--- config.mk ---
export PLATFORM = sky130hd
export DESIGN_NAME = logic_or_gate
export DESIGN_NICKNAME = d
export VERILOG_FILES = /design/src/rtl/logic_or_pkg.sv /design/src/rtl/logic_or_stats.sv /design/src/rtl/logic_or_gate.sv
export SDC_FILE = /design/constraint.sdc
export NUM_CORES = 1
export LEC_CHECK = 0
export BUFFER_PORTS_ARGS = -buffer_cell sky130_fd_sc_hd__buf_4
export CORE_AREA = 2 2 39 41
export CTS_CLUSTER_DIAMETER = 200
export CTS_CLUSTER_SIZE = 30
export DETAILED_ROUTE_END_ITERATION = 10
export DIE_AREA = 0 0 41 43
export GPL_ROUTABILITY_DRIVEN = 1
export PLACE_DENSITY = 0.67
export SLEW_MARGIN = 20
export SYNTH_ARGS = -nofsm -noshare
export SYNTH_HDL_FRONTEND = slang
export SYNTH_SLANG_ARGS = --single-unit
--- constraint.sdc ---
create_clock -name clk -period 2 [get_ports clk]
set_input_delay 0.1 -clock clk [delete_from_list [all_inputs] [get_ports clk]]
set_output_delay 0.1 -clock clk [all_outputs]
set_load 0.01 [all_outputs]
--- src/rtl/logic_or_pkg.sv ---
// ---------------------------------------------------------------------------
// logic_or_pkg
//
// Purpose:
//   Shared constants and helpers for the logic_or_gate block: default
//   parameter values for the OR primitive and the saturating increment
//   used by its activity monitor.
//
// Contents:
//   LOGIC_OR_WIDTH_DEF  default operand/result width
//   LOGIC_OR_CNT_W_DEF  default hit counter width
//   SAT_INC_W           working width of sat_inc (counters up to 64 bits)
//   sat_inc()           increment that sticks at a caller-supplied maximum
// ---------------------------------------------------------------------------
package logic_or_pkg;

    localparam int LOGIC_OR_WIDTH_DEF = 1;
    localparam int LOGIC_OR_CNT_W_DEF = 8;

    // sat_inc works on a fixed 64-bit container so a single function serves
    // every counter width; callers zero-extend in and truncate the result.
    localparam int SAT_INC_W = 64;

    // Returns value+1, or maxValue once value has reached it, so a counter
    // driven through this function never wraps.
    function automatic logic [SAT_INC_W-1:0] sat_inc(
        input logic [SAT_INC_W-1:0] value,
        input logic [SAT_INC_W-1:0] maxValue
    );
        if (value >= maxValue) begin
            return maxValue;
        end
        return value + {{(SAT_INC_W-1){1'b0}}, 1'b1};
    endfunction

endpackage

--- src/rtl/logic_or_stats.sv ---
// ---------------------------------------------------------------------------
// logic_or_stats
//
// Purpose:
//   Activity monitor for logic_or_gate. Counts enabled cycles in which the
//   merged OR result is non-zero (saturating) and keeps a sticky flag that
//   records whether any such cycle has happened since the last clear/reset.
//
// Ports:
//   clk      in   rising-edge clock
//   rst_n    in   asynchronous active-low reset
//   en       in   qualifies counting and flag setting
//   clr      in   synchronous clear of count and flag, wins over en/hit
//   hit      in   reduction-OR of the merged result for this cycle
//   hit_cnt  out  saturating count of enabled hit cycles
//   seen     out  sticky "a hit has occurred" flag
//
// CNT_W must lie in 1..64 (limited by the width of sat_inc).
// ---------------------------------------------------------------------------
module logic_or_stats
    import logic_or_pkg::*;
#(
    parameter int CNT_W = LOGIC_OR_CNT_W_DEF
) (
    input  logic             clk,
    input  logic             rst_n,
    input  logic             en,
    input  logic             clr,
    input  logic             hit,
    output logic [CNT_W-1:0] hit_cnt,
    output logic             seen
);

    // All-ones value of a CNT_W-bit counter, expressed in sat_inc's width.
    // For CNT_W=64 the shift yields zero and the subtraction wraps to all ones.
    localparam logic [SAT_INC_W-1:0] CNT_MAX =
        (64'd1 << CNT_W) - 64'd1;

    logic [CNT_W-1:0] cnt_q;
    logic [CNT_W-1:0] cnt_d;
    logic             seen_q;
    logic             seen_d;

    // Next-state selection: clear dominates, then an enabled hit bumps the
    // counter (saturating) and arms the sticky flag; otherwise hold.
    always_comb begin
        cnt_d  = cnt_q;
        seen_d = seen_q;
        if (clr) begin
            cnt_d  = '0;
            seen_d = 1'b0;
        end else if (en && hit) begin
            cnt_d  = CNT_W'(sat_inc(SAT_INC_W'(cnt_q), CNT_MAX));
            seen_d = 1'b1;
        end
    end

    // State registers; reset empties the monitor without waiting for a clock.
    always_ff @(posedge clk or negedge rst_n) begin
        if (!rst_n) begin
            cnt_q  <= '0;
            seen_q <= 1'b0;
        end else begin
            cnt_q  <= cnt_d;
            seen_q <= seen_d;
        end
    end

    assign hit_cnt = cnt_q;
    assign seen    = seen_q;

endmodule

--- src/rtl/logic_or_gate.sv ---
// ---------------------------------------------------------------------------
// logic_or_gate
//
// Purpose:
//   Bitwise two-operand OR used to merge flag/mask vectors. Provides the
//   result combinationally, a one-cycle registered copy, and an activity
//   monitor (hit counter + sticky flag) for control logic.
//
// Ports:
//   clk      in   rising-edge clock
//   rst_n    in   asynchronous active-low reset (deassertion synchronised
//                 outside this block)
//   a, b     in   WIDTH-bit operands
//   en       in   enables updates of y_q, hit_cnt and seen
//   clr      in   synchronous clear of hit_cnt and seen
//   y        out  a | b, purely combinational
//   y_q      out  y captured on enabled rising edges
//   hit_cnt  out  saturating count of enabled cycles with y non-zero
//   seen     out  sticky flag, set by any enabled cycle with y non-zero
// ---------------------------------------------------------------------------
module logic_or_gate
    import logic_or_pkg::*;
#(
    parameter int WIDTH = LOGIC_OR_WIDTH_DEF,
    parameter int CNT_W = LOGIC_OR_CNT_W_DEF
) (
    input  logic             clk,
    input  logic             rst_n,
    input  logic [WIDTH-1:0] a,
    input  logic [WIDTH-1:0] b,
    input  logic             en,
    input  logic             clr,
    output logic [WIDTH-1:0] y,
    output logic [WIDTH-1:0] y_q,
    output logic [CNT_W-1:0] hit_cnt,
    output logic             seen
);

    logic [WIDTH-1:0] yReg_q;
    logic [WIDTH-1:0] yReg_d;
    logic             hit;

    // The merged result is left completely unqualified: it ignores clock,
    // reset, enable and clear, and passes X/Z through as the OR operator does.
    assign y   = a | b;
    assign hit = |y;

    // Registered copy only tracks the result on enabled edges; clr does not
    // touch it.
    always_comb begin
        yReg_d = yReg_q;
        if (en) begin
            yReg_d = y;
        end
    end

    always_ff @(posedge clk or negedge rst_n) begin
        if (!rst_n) begin
            yReg_q <= '0;
        end else begin
            yReg_q <= yReg_d;
        end
    end

    assign y_q = yReg_q;

    logic_or_stats #(
        .CNT_W (CNT_W)
    ) u_stats (
        .clk     (clk),
        .rst_n   (rst_n),
        .en      (en),
        .clr     (clr),
        .hit     (hit),
        .hit_cnt (hit_cnt),
        .seen    (seen)
    );

endmodule

After elaboration in Yosys (flattened, before gate mapping)
Cells that the tools add are included.

storage, ports and cells
  register bits after elaboration = 10
  latch bits = 0
  RAM bits = 0
  memory bits (read-only) = 0
  input bits = 6
  output and inout port bits = 11
  logic and storage cells = 17
  memories kept = 0

operators by class
  add/subtract/negate cells = 1
  $mul = 0
  div/mod/pow operators = 0
  order comparisons = 1
  equality and inequality tests = 0
  shift-type cells = 0
  mux-type cells = 9
  bitwise operators = 1
  reductions and logical operators = 2

operator list
  cell                                                           number
  8-bit 2-to-1 mux                                               4
  8-bit by 1-bit adder with 8-bit output, second input constant  1
  8-bit greater-or-equal comparator, second input constant       1
  1-bit 2-to-1 mux                                               5
  2-bit nonzero test                                             1
  1-bit logical AND                                              1
  1-bit bitwise OR                                               1

Longest topological paths before layout
Gate-level depths: netlist (run 1).

  depth after elaboration = 7
  mapped depth = 5
  depth with buffers taken out = 4

Hierarchy
From an unflattened synthesis (run 1), not the netlist that was laid out.

second synthesis, totals
  cell total of the unflattened synthesis = 50
  area total of the unflattened synthesis = 546.8 um^2

by module, submodules not included
  module          times used  cells an instance  area an instance (um^2)  sequential area each (um^2)
  logic_or_stats  1           47                 498.0                    225.2
  logic_or_gate   1           3                  48.8                     25.0

Worst setup path before layout (run 1)
OpenSTA, ideal clock, no wires.

  kind = flip-flop to flip-flop
  start point = register u_stats.cnt_q[0] (netlist: u_stats.hit_cnt[0])
  end point = register u_stats.cnt_q[6] (netlist: u_stats.hit_cnt[6])
  library setup time = 94 ps
  arrival time = 1295 ps
  data required time = 1906 ps
  path slack = 611 ps
  stages on the path, launching flop included = 6
  buffers on the path = 1
  clock period less this slack = 1389 ps
  cells stage by stage = dfrtp_1 ha_1 buf_2 and3_1 nor4b_1 a211oi_1

on the way
  longest elaborated chain between the ends = 7
  elaborated cells on any way between the ends = 8
  classes of those cells = add/sub (1); order compare (1); mux (6)

ends and longest elaborated chain
  what                               line                  text
  start, declared                    logic_or_stats.sv:39  logic [CNT_W-1:0] cnt_q;
  start signal, assigned             logic_or_stats.sv:64  cnt_q <= cnt_d;
  8-bit greater-or-equal comparator  logic_or_pkg.sv:30    if (value >= maxValue) begin
  1-bit 2-to-1 mux                   logic_or_pkg.sv:30
  1-bit 2-to-1 mux                   logic_or_stats.sv:52  end else if (en && hit) begin
  1-bit 2-to-1 mux                   logic_or_stats.sv:49  if (clr) begin
  8-bit 2-to-1 mux *                 logic_or_pkg.sv:33    return value + {{(SAT_INC_W-1){1'b0}}, 1'b1};
  8-bit 2-to-1 mux *                 logic_or_stats.sv:52
  8-bit 2-to-1 mux *                 logic_or_stats.sv:49

Every way passes the cells marked *; elsewhere a longest branch is shown, timed or not. The select of a mux whose other input is x is not followed.
A chain may end at the register's enable or synchronous reset.

Worst setup path after layout (run 1)
Same ends and word-level chain as after synthesis.

==> results of run 1 <==
cell usage after synthesis:
| master | n | share of area [%] |
|---|---|---|
| o21bai_1 | 1 | 1.3 |
| a211oi_2 | 3 | 6.5 |
| buf_4 | 1 | 1.3 |
| buf_2 | 1 | 0.86 |
| and4_4 | 1 | 1.9 |
| nand2_1 | 2 | 1.3 |
| nand4_2 | 1 | 2.2 |
| nor2_1 | 4 | 2.6 |
| and3_4 | 1 | 1.9 |
| and3_2 | 1 | 1.3 |
| a311oi_1 | 1 | 1.5 |
| and3_1 | 2 | 2.2 |
| a211oi_1 | 4 | 5.2 |
| o21ai_0 | 2 | 1.7 |
| a41oi_1 | 3 | 4.5 |
| nor4b_1 | 1 | 1.5 |
| ha_1 | 1 | 2.2 |
| buf_6 | 2 | 3.9 |
| nand4_1 | 2 | 2.2 |
| nor3_1 | 1 | 0.86 |
| dfrtp_1 | 10 | 43 |
| and4b_1 | 1 | 1.7 |
| inv_1 | 2 | 1.3 |
| a21oi_1 | 2 | 1.7 |
| o21a_1 | 1 | 1.3 |
| or2_2 | 1 | 1.1 |
| buf_1 | 1 | 0.65 |
| a31oi_1 | 2 | 2.2 |
power groups by stage:
stage	Sequential [mW]	Combinational, mW	Clock (mW)
3_5_place_dp	0.220	0.0553	0
2_1_floorplan	0.222	0.0256	0
3_3_place_gp	0.219	0.0548	0
4_1_cts	0.216	0.0569	0.188
6_report	0.216	0.0565	0.184
5_1_grt	0.217	0.0623	0.203
routing by layer:
metal	global-route usage (%)	part of all wire, %
met1	25.6	48
met2	22.2	47
met3	6.28	5.4
met4	8.00	0
met5	0	0
registers in the layout, summed over array words and instances, names as in the netlist:
name,cells
y_q,1
u_stats.hit_cnt,8
u_stats.seen,1
through the flow:
step                      hold slack, ps  cells
final                               37.0     87
after global routing                36.1     87
after CTS                           28.8     87
after detailed placement           -63.8     82
after global placement             -62.4     82
after floorplan                     -196     55
cell families (layout without fill, tap and decap cells):
family          after synthesis  in the layout  share of synthesized area [%]
buf+inv                       7             23                           7.99
fa+ha+maj                     1              1                           2.16
flops                        10             10                           43.2
simple gates                 18             18                           20.7
compound gates               19             19                           25.9
worst max-delay path: stages (launching register included):
cell and delay, ps:
dfrtp_1 400, ha_1 330, and3_1 230, nor4b_1 240
a211oi_1 120
cells in the final DEF, fill, tap and decap left out:
cell type / instances
o21bai_1: 1
and3_2: 1
dlygate4sd3_1: 1
a31oi_1: 2
o21ai_0: 2
buf_4: 16
a41oi_1: 3
and3_4: 1
and4_4: 1
clkbuf_4: 3
and3_1: 2
dfrtp_1: 10
ha_1: 1
and4b_1: 1
or2_2: 1
clkbuf_8: 1
nand4_2: 1
nor2_1: 4
a21oi_1: 2
o21a_1: 1
nand4_1: 2
nor3_1: 1
a311oi_1: 1
nand2_1: 2
nor4b_1: 1
a211oi_2: 3
a211oi_1: 4
inv_1: 2
how the worst min path moves through the flow:
stage | startpoint | end | slack, ps | cells past startpoint
after floorplan | rst_n | u_stats.hit_cnt[0]$_DFFE_PN0P_ | -200 | 0
after global placement | rst_n | u_stats.seen$_DFFE_PN0P_ | -60 | 1
after detailed placement | rst_n | u_stats.seen$_DFFE_PN0P_ | -60 | 1
after CTS | en | y_q$_DFFE_PN0P_ | 30 | 2
after global routing | en | y_q$_DFFE_PN0P_ | 40 | 2
final | en | y_q$_DFFE_PN0P_ | 40 | 2
repair_timing:
action                                  in CTS  in global routing
hold buffers                                 1                  0
resized for setup                            0                  0
endpoints found under the hold margin       10                  0
endpoints found under the setup margin       0                  0
layout make-up:
class	count	area share, %
clock buffers	4	4.99
well taps	16	2.75
inverters	2	1.03
multi-input cells	38	38.9
flip-flops and latches	10	34.4
repair buffers	17	17.9
==> impl_metrics.tcl, run 1 <==
set metrics [dict create \
    drc 0 \
    seqCellArea_um2 250 \
    routedWlPerCell_um 15.1 \
    ios 17 \
    routed_wl_um 1320 \
    drtAntennaViolNets 0 \
    clk_latency_ps 270 \
    io_buffers 16 \
    p_total_uw 456 \
    synth_area_per_cell_um2 10.5 \
    ys_seq_area_share_pct 43.2 \
    grt_pass1_wl_um 2040 \
    vias 511 \
    syn_to_final_growth_pct 25.5 \
    rows 14 \
    initial_core_util_pct 41.9 \
    end_kind "flip-flop" \
    power_switching_uw 110 \
    timing.final.crit_share_pct 72.4 \
    worst_r2r_startpoint "u_stats.hit_cnt[0]$_DFFE_PN0P_" \
    fmax_mhz 690 \
    r2r-end "u_stats.hit_cnt[6]$_DFFE_PN0P_" \
    yosysUniqueCellTypes 28 \
    period_minus_slack_ps 1450 \
    core_area_um2 1380 \
    cp.required_ps 2140 \
    drt_iter0_markers 12 \
    syn_inst 55 \
    dpl_worst_slack_ps 548 \
    synth_fp_nets 62 \
    worst_slack_ps 552 \
    dieWidth_um 41 \
    setup_viol 0 \
    tightest_slew_ps 566 \
    swShare_pct 24.1 \
    rrSetupSlack_ps 550 \
    outcome "complete, no violations" \
    crit_path_max_fanout 8 \
    pwr-share-clk_pct 40.3 \
    drive_above_1_share_pct 39.4 \
    antenna_found_initial 0 \
    gr-total-overflow 0 \
    drv_cap 0 \
    internal-power_uw 346 \
    crit_start "u_stats.hit_cnt[0]$_DFFE_PN0P_" \
    leakagePower_nw 0.331 \
    grt_use_total_pct 17.4 \
    pwr-share-comb_pct 12.4 \
    clk_pin_slew_ps 70 \
    clockBufferDepth 2 \
    fin_area_um2 727 \
    fin_nets 79 \
    vdd_drop_max_v 0.000277 \
    hold_viol 0 \
    routed_via_density 5.87 \
    hold_class "in2reg" \
    crit_type "reg2reg" \
    dpl.hpwl_um 888 \
    reg2reg_depth 4 \
    final_util_pct 52.5 \
    start_kind "flip-flop" \
    fin_tns_setup_ps 0 \
    synth_seq_cells 10 \
    fillers 124 \
    final_max_slew_viol_count 0 \
    placed_cell_area_um2 681 \
    yosysWarnings 0 \
    dr.pass1.iters 4 \
    skew_ps 1.58 \
    cts_tree "built" \
    relSlewSlack_pct 61.8 \
    rsz0062_at_grt "false" \
    clockRootBuffer "clkbuf_4" \
    h-tree-depth 1 \
    p_seq_share_pct 47.3 \
    numCtsBuffers 3 \
    place_congestion 0.823 \
    multi_input_area_um2 283 \
    grt_max_degree 14 \
    clkSinkCount 10 \
    power_density_nw_per_um2 627 \
    crit_path_end "u_stats.hit_cnt[6]$_DFFE_PN0P_" \
    synth_area_um2 579 \
    crit_arrival_ps 1590 \
    antenna_cells 0 \
    die_area_um2 1760 \
    die-height_um 43 \
    post_cts_buffers 0 \
    grt_pass1_vias 428 \
]
No activity file was read; power rests on OpenSTA's default activity.
==> run 2, diff against run 1 <==
Settings changed: CORE_AREA 2 2 39 41 to unset, CORE_MARGIN set to 2, CORE_UTILIZATION set to 43, DIE_AREA 0 0 41 43 to unset, PLACE_DENSITY 0.67 to 0.69.
Clock period 2 ns to 1.3 ns, I/O delays scaled along.
==> impl_metrics.tcl, run 2 (synthesis results as in run 1) <==
set metrics [dict create \
    vdd_drop_max_v 0.000679 \
    crit_path_max_fanout 6 \
    hold_viol 0 \
    leakagePower_nw 0.362 \
    antenna_cells 0 \
    drive_above_1_share_pct 47.4 \
    crit_arrival_ps 1440 \
    cts_tree "built" \
    numCtsBuffers 3 \
    internal-power_uw 486 \
    start_kind "flip-flop" \
    crit_path_max_incr_delay_ps 420 \
    skew_ps 7.18 \
    fin_nets 87 \
    p_total_uw 655 \
    crit_type "reg2reg" \
    dieWidth_um 40.7 \
    drv_cap 0 \
    largest_reg_flops 8 \
    pwr-share-comb_pct 16.9 \
    dr.pass1.iters 4 \
    drtAntennaViolNets 0 \
    io_buffers 16 \
    slowest_stage "dfrtp_1" \
    routedWlPerCell_um 15.7 \
    outcome "complete, no violations" \
    swShare_pct 25.9 \
    setup_viol 0 \
    post_cts_buffers 0 \
    syn_to_final_growth_pct 38.4 \
    power_switching_uw 170 \
    clk_latency_ps 270 \
    pwr-share-clk_pct 32.4 \
    path_cells "buf_6 > and3_4 > and4b_1 > a211oi_2" \
    die-height_um 40.7 \
    routed_via_density 5.70 \
    clkSinkCount 10 \
    routed_wl_um 1460 \
    grt_use_total_pct 21.8 \
    gr-total-overflow 0 \
    final_cell_mix "buf_4 (22), dfrtp_1 (10), a211oi_1 (4), nor2_1 (4)" \
    timing.final.crit_share_pct 97.0 \
    vias 530 \
    cp.required_ps 1480 \
    h-tree-depth 1 \
    grt_pass1_vias 484 \
    clk_pin_slew_ps 70 \
    drt_iter0_markers 11 \
    period_minus_slack_ps 1260 \
    hold_class "in2reg" \
    grt_pass1_wl_um 2260 \
    rows 13 \
    clockRootBuffer "clkbuf_4" \
    final_util_pct 62.4 \
    dpl.hpwl_um 1030 \
    grt_max_degree 14 \
    fmax_mhz 793 \
    initial_core_util_pct 45.1 \
    fillers 116 \
    final_max_slew_viol_count 0 \
    rsz0062_at_grt "true" \
    tightest_slew_ps 424 \
    end_kind "flip-flop" \
    clockBufferDepth 2 \
    p_seq_share_pct 50.8 \
    place_congestion 0.794 \
    power_density_nw_per_um2 817 \
    core_area_um2 1280 \
    antenna_found_initial 0 \
    ios 17 \
    drc 0 \
    die_area_um2 1660 \
    layout_commonest_cell "buf_4" \
    relSlewSlack_pct 71.7 \
]
-- run 2: cell types whose count changed in the layout (fill, tap and decap cells not counted), sizes merged --
cell	before	now
dlygate4sd3	1	2
buf	16	23
clkbuf	4	3
-- run 2: routing by layer --
layer,share of wire (%),track usage (%),vias to the layer above,wire length (µm)
met1,45,27.5,244,656
li1,-,-,266,-
met3,5.8,9.78,2,84
met4,1.2,5.00,0,17
met5,0,0,-,0
met2,48,33.7,18,699
-- run 2: power by group through the flow --
stage | clock network [mW] | logic (mW) | registers [mW]
after detailed placement | 0 | 0.103 | 0.336
after CTS | 0.218 | 0.108 | 0.330
after global placement | 0 | 0.101 | 0.335
after global routing | 0.229 | 0.123 | 0.334
final | 0.212 | 0.110 | 0.333
after floorplan | 0 | 0.0420 | 0.342
-- run 2: cell type report --
type / instances / area, µm² / area share, %
Timing Repair Buffer: 25 / 196 / 24.5
Clock buffer: 3 / 22.5 / 2.81
Tap cell: 15 / 18.8 / 2.34
Sequential cell: 10 / 250 / 31.2
Inverter: 2 / 7.51 / 0.936
Multi-Input combinational cell: 38 / 307 / 38.2
-- run 2: metrics by stage --
step                      cell area (µm²)  std cells  hold WS, ps  TNS, ps  setup WS (ps)
after floorplan                       599         55         -231    -1.94          -1.94
after global placement                746         88        -95.3        0           88.3
after detailed placement              746         88        -94.0        0           44.6
after CTS                             788         93         39.1        0           51.8
after global routing                  802         93         42.4        0           1.38
final                                 802         93         50.5        0           38.4
-- run 2: final timing paths --
kind                                                start                             end  slack [ps]  cells after the start
hold reg to reg                  u_stats.seen$_DFFE_PN0P_        u_stats.seen$_DFFE_PN0P_         500                      2
max in group asynchronous                           rst_n  u_stats.hit_cnt[4]$_DFFE_PN0P_         990                      2
hold / removal                                        clr  u_stats.hit_cnt[3]$_DFFE_PN0P_          50                      2
min in group asynchronous                           rst_n  u_stats.hit_cnt[2]$_DFFE_PN0P_         160                      2
setup / recovery           u_stats.hit_cnt[0]$_DFFE_PN0P_  u_stats.hit_cnt[5]$_DFFE_PN0P_          40                      4
setup reg to reg           u_stats.hit_cnt[0]$_DFFE_PN0P_  u_stats.hit_cnt[5]$_DFFE_PN0P_          40                      4
-- run 2: what timing repair did --
item | in CTS | in global routing
endpoints found under the setup margin | 0 | 6
gates resized for setup | 0 | 2
hold buffers | 2 | 0
hold endpoints to repair | 11 | 0
-- run 2: critical path: cells and delay by family (launching register included) --
kind            cells  cell delay (ps)
buf+inv             1              140
compound gates      1              210
flops               1              420
simple gates        2              390
==> run 3, diff against run 2 <==
Settings changed: BUFFER_PORTS_ARGS -buffer_cell sky130_fd_sc_hd__buf_4 to -buffer_cell sky130_fd_sc_hd__buf_2.
==> impl_metrics.tcl, run 3 (synthesis results as in run 1) <==
set metrics [dict create \
    routed_wl_um 1350 \
    final_cells 92 \
    crit_arrival_ps 1420 \
    multi_input_area_um2 313 \
    internal-power_uw 528 \
    final_max_slew_viol_count 0 \
    clockRootBuffer "clkbuf_4" \
    fin_nets 85 \
    gr-total-overflow 0 \
    swShare_pct 24.1 \
    hold_viol 0 \
    drc 0 \
    io_buffers 16 \
    drtAntennaViolNets 0 \
    hold_class "in2reg" \
    antenna_found_initial 0 \
    p_seq_share_pct 48.0 \
    end_kind "flip-flop" \
    fin_area_um2 764 \
    cts_tree "built" \
    core_area_um2 1280 \
    timing.final.crit_share_pct 96.9 \
    reg2reg_depth 3 \
    layout_commonest_cell "buf_2" \
    p_total_uw 696 \
    period_minus_slack_ps 1260 \
    final_cell_mix "buf_2 (16), dfrtp_1 (7), buf_4 (6)" \
    initial_core_util_pct 45.1 \
    syn_to_final_growth_pct 32.0 \
    pwr-share-comb_pct 12.2 \
    routed_via_density 5.75 \
    crit_start "u_stats.hit_cnt[5]$_DFFE_PN0P_" \
    die-height_um 40.7 \
    clk_latency_ps 260 \
    r2r-end "u_stats.hit_cnt[7]$_DFFE_PN0P_" \
    power_switching_uw 168 \
    vdd_drop_max_v 0.000723 \
    rrSetupSlack_ps 40 \
    fillers 105 \
    clkSinkCount 10 \
    grt_max_degree 14 \
    relSlewSlack_pct 70.3 \
    final_util_pct 59.5 \
    largest_reg_flops 8 \
    power_density_nw_per_um2 911 \
    grt_pass1_wl_um 2120 \
    outcome "complete, no violations" \
    clk_pin_slew_ps 70 \
    seqCellArea_um2 254 \
    grt_pass1_vias 485 \
    grt_use_total_pct 20.2 \
    die_area_um2 1660 \
    drt_iter0_markers 10 \
    dieWidth_um 40.7 \
    ios 17 \
    h-tree-depth 1 \
    leakagePower_nw 0.349 \
    setup_viol 0 \
    fmax_mhz 793 \
    dr.pass1.iters 4 \
    skew_ps 9.79 \
    rsz0062_at_grt "false" \
    tightest_slew_ps 446 \
    drv_cap 0 \
    vias 529 \
    routedWlPerCell_um 14.6 \
    cp.required_ps 1460 \
    antenna_cells 0 \
    clockBufferDepth 2 \
    worst_r2r_startpoint "u_stats.hit_cnt[5]$_DFFE_PN0P_" \
    numCtsBuffers 3 \
    placedCellCount 87 \
    place_congestion 0.815 \
    rows 13 \
    drive_above_1_share_pct 53.2 \
    dpl.hpwl_um 967 \
    placed_cell_area_um2 698 \
    start_kind "flip-flop" \
    crit_path_max_fanout 5 \
    post_cts_buffers 0 \
    crit_path_end "u_stats.hit_cnt[7]$_DFFE_PN0P_" \
    crit_type "reg2reg" \
    pwr-share-clk_pct 39.8 \
]
==> run 3: worst max-delay path: stages, from the launching register on <==
cell      delay, ps
dfrtp_2         440
and4_4          230
and3_2          220
a311oi_2        270
==> run 3: how the worst min path moves through the flow <==
stage,from,end,slack [ps],cells after the start
detailed placement,rst_n,u_stats.hit_cnt[3]$_DFFE_PN0P_,-60,1
global route,en,y_q$_DFFE_PN0P_,7,2
floorplan,rst_n,u_stats.hit_cnt[0]$_DFFE_PN0P_,-230,0
finish,en,y_q$_DFFE_PN0P_,9,2
CTS,en,y_q$_DFFE_PN0P_,0.04,2
global placement,rst_n,u_stats.seen$_DFFE_PN0P_,-60,1
==> run 3: through the flow <==
stage               setup slack (ps)  setup TNS, ps  hold WS [ps]
finish                          39.8              0          8.57
CTS                             14.2              0        0.0367
global placement                50.7              0         -60.8
global route                    14.0              0          7.38
detailed placement             -19.4          -25.0         -58.5
floorplan                      -1.94          -1.94          -231
==> run 3: cell type report <==
type	instances	share of cell area, %
Multi-Input combinational cell	38	40.9
Sequential cell	10	33.2
Timing Repair Buffer	23	17.7
Clock buffer	4	4.75
Tap cell	15	2.45
Inverter	2	0.982
==> run 3: repair_timing <==
action	4_1_cts	5_1_grt
cloned	0	0
resized for setup	1	4
setup endpoints to repair	2	4
hold buffers	1	0
endpoints found under the hold margin	10	0
==> run 3: power by group through the flow <==
| stage | registers [mW] | clock network (mW) | logic, mW |
|---|---|---|---|
| CTS | 0.333 | 0.289 | 0.0843 |
| floorplan | 0.342 | 0 | 0.0420 |
| detailed placement | 0.337 | 0 | 0.0799 |
| global placement | 0.337 | 0 | 0.0789 |
| global route | 0.337 | 0.297 | 0.0962 |
| finish | 0.334 | 0.277 | 0.0849 |
==> run 3: layer usage <==
layer  vias up  wire length [µm]  track usage (%)
met5         -                 0                0
met4         0                14             13.3
met3         2                56             4.35
met2        13               656             31.0
met1       254               616             25.3
li1        260                 -                -
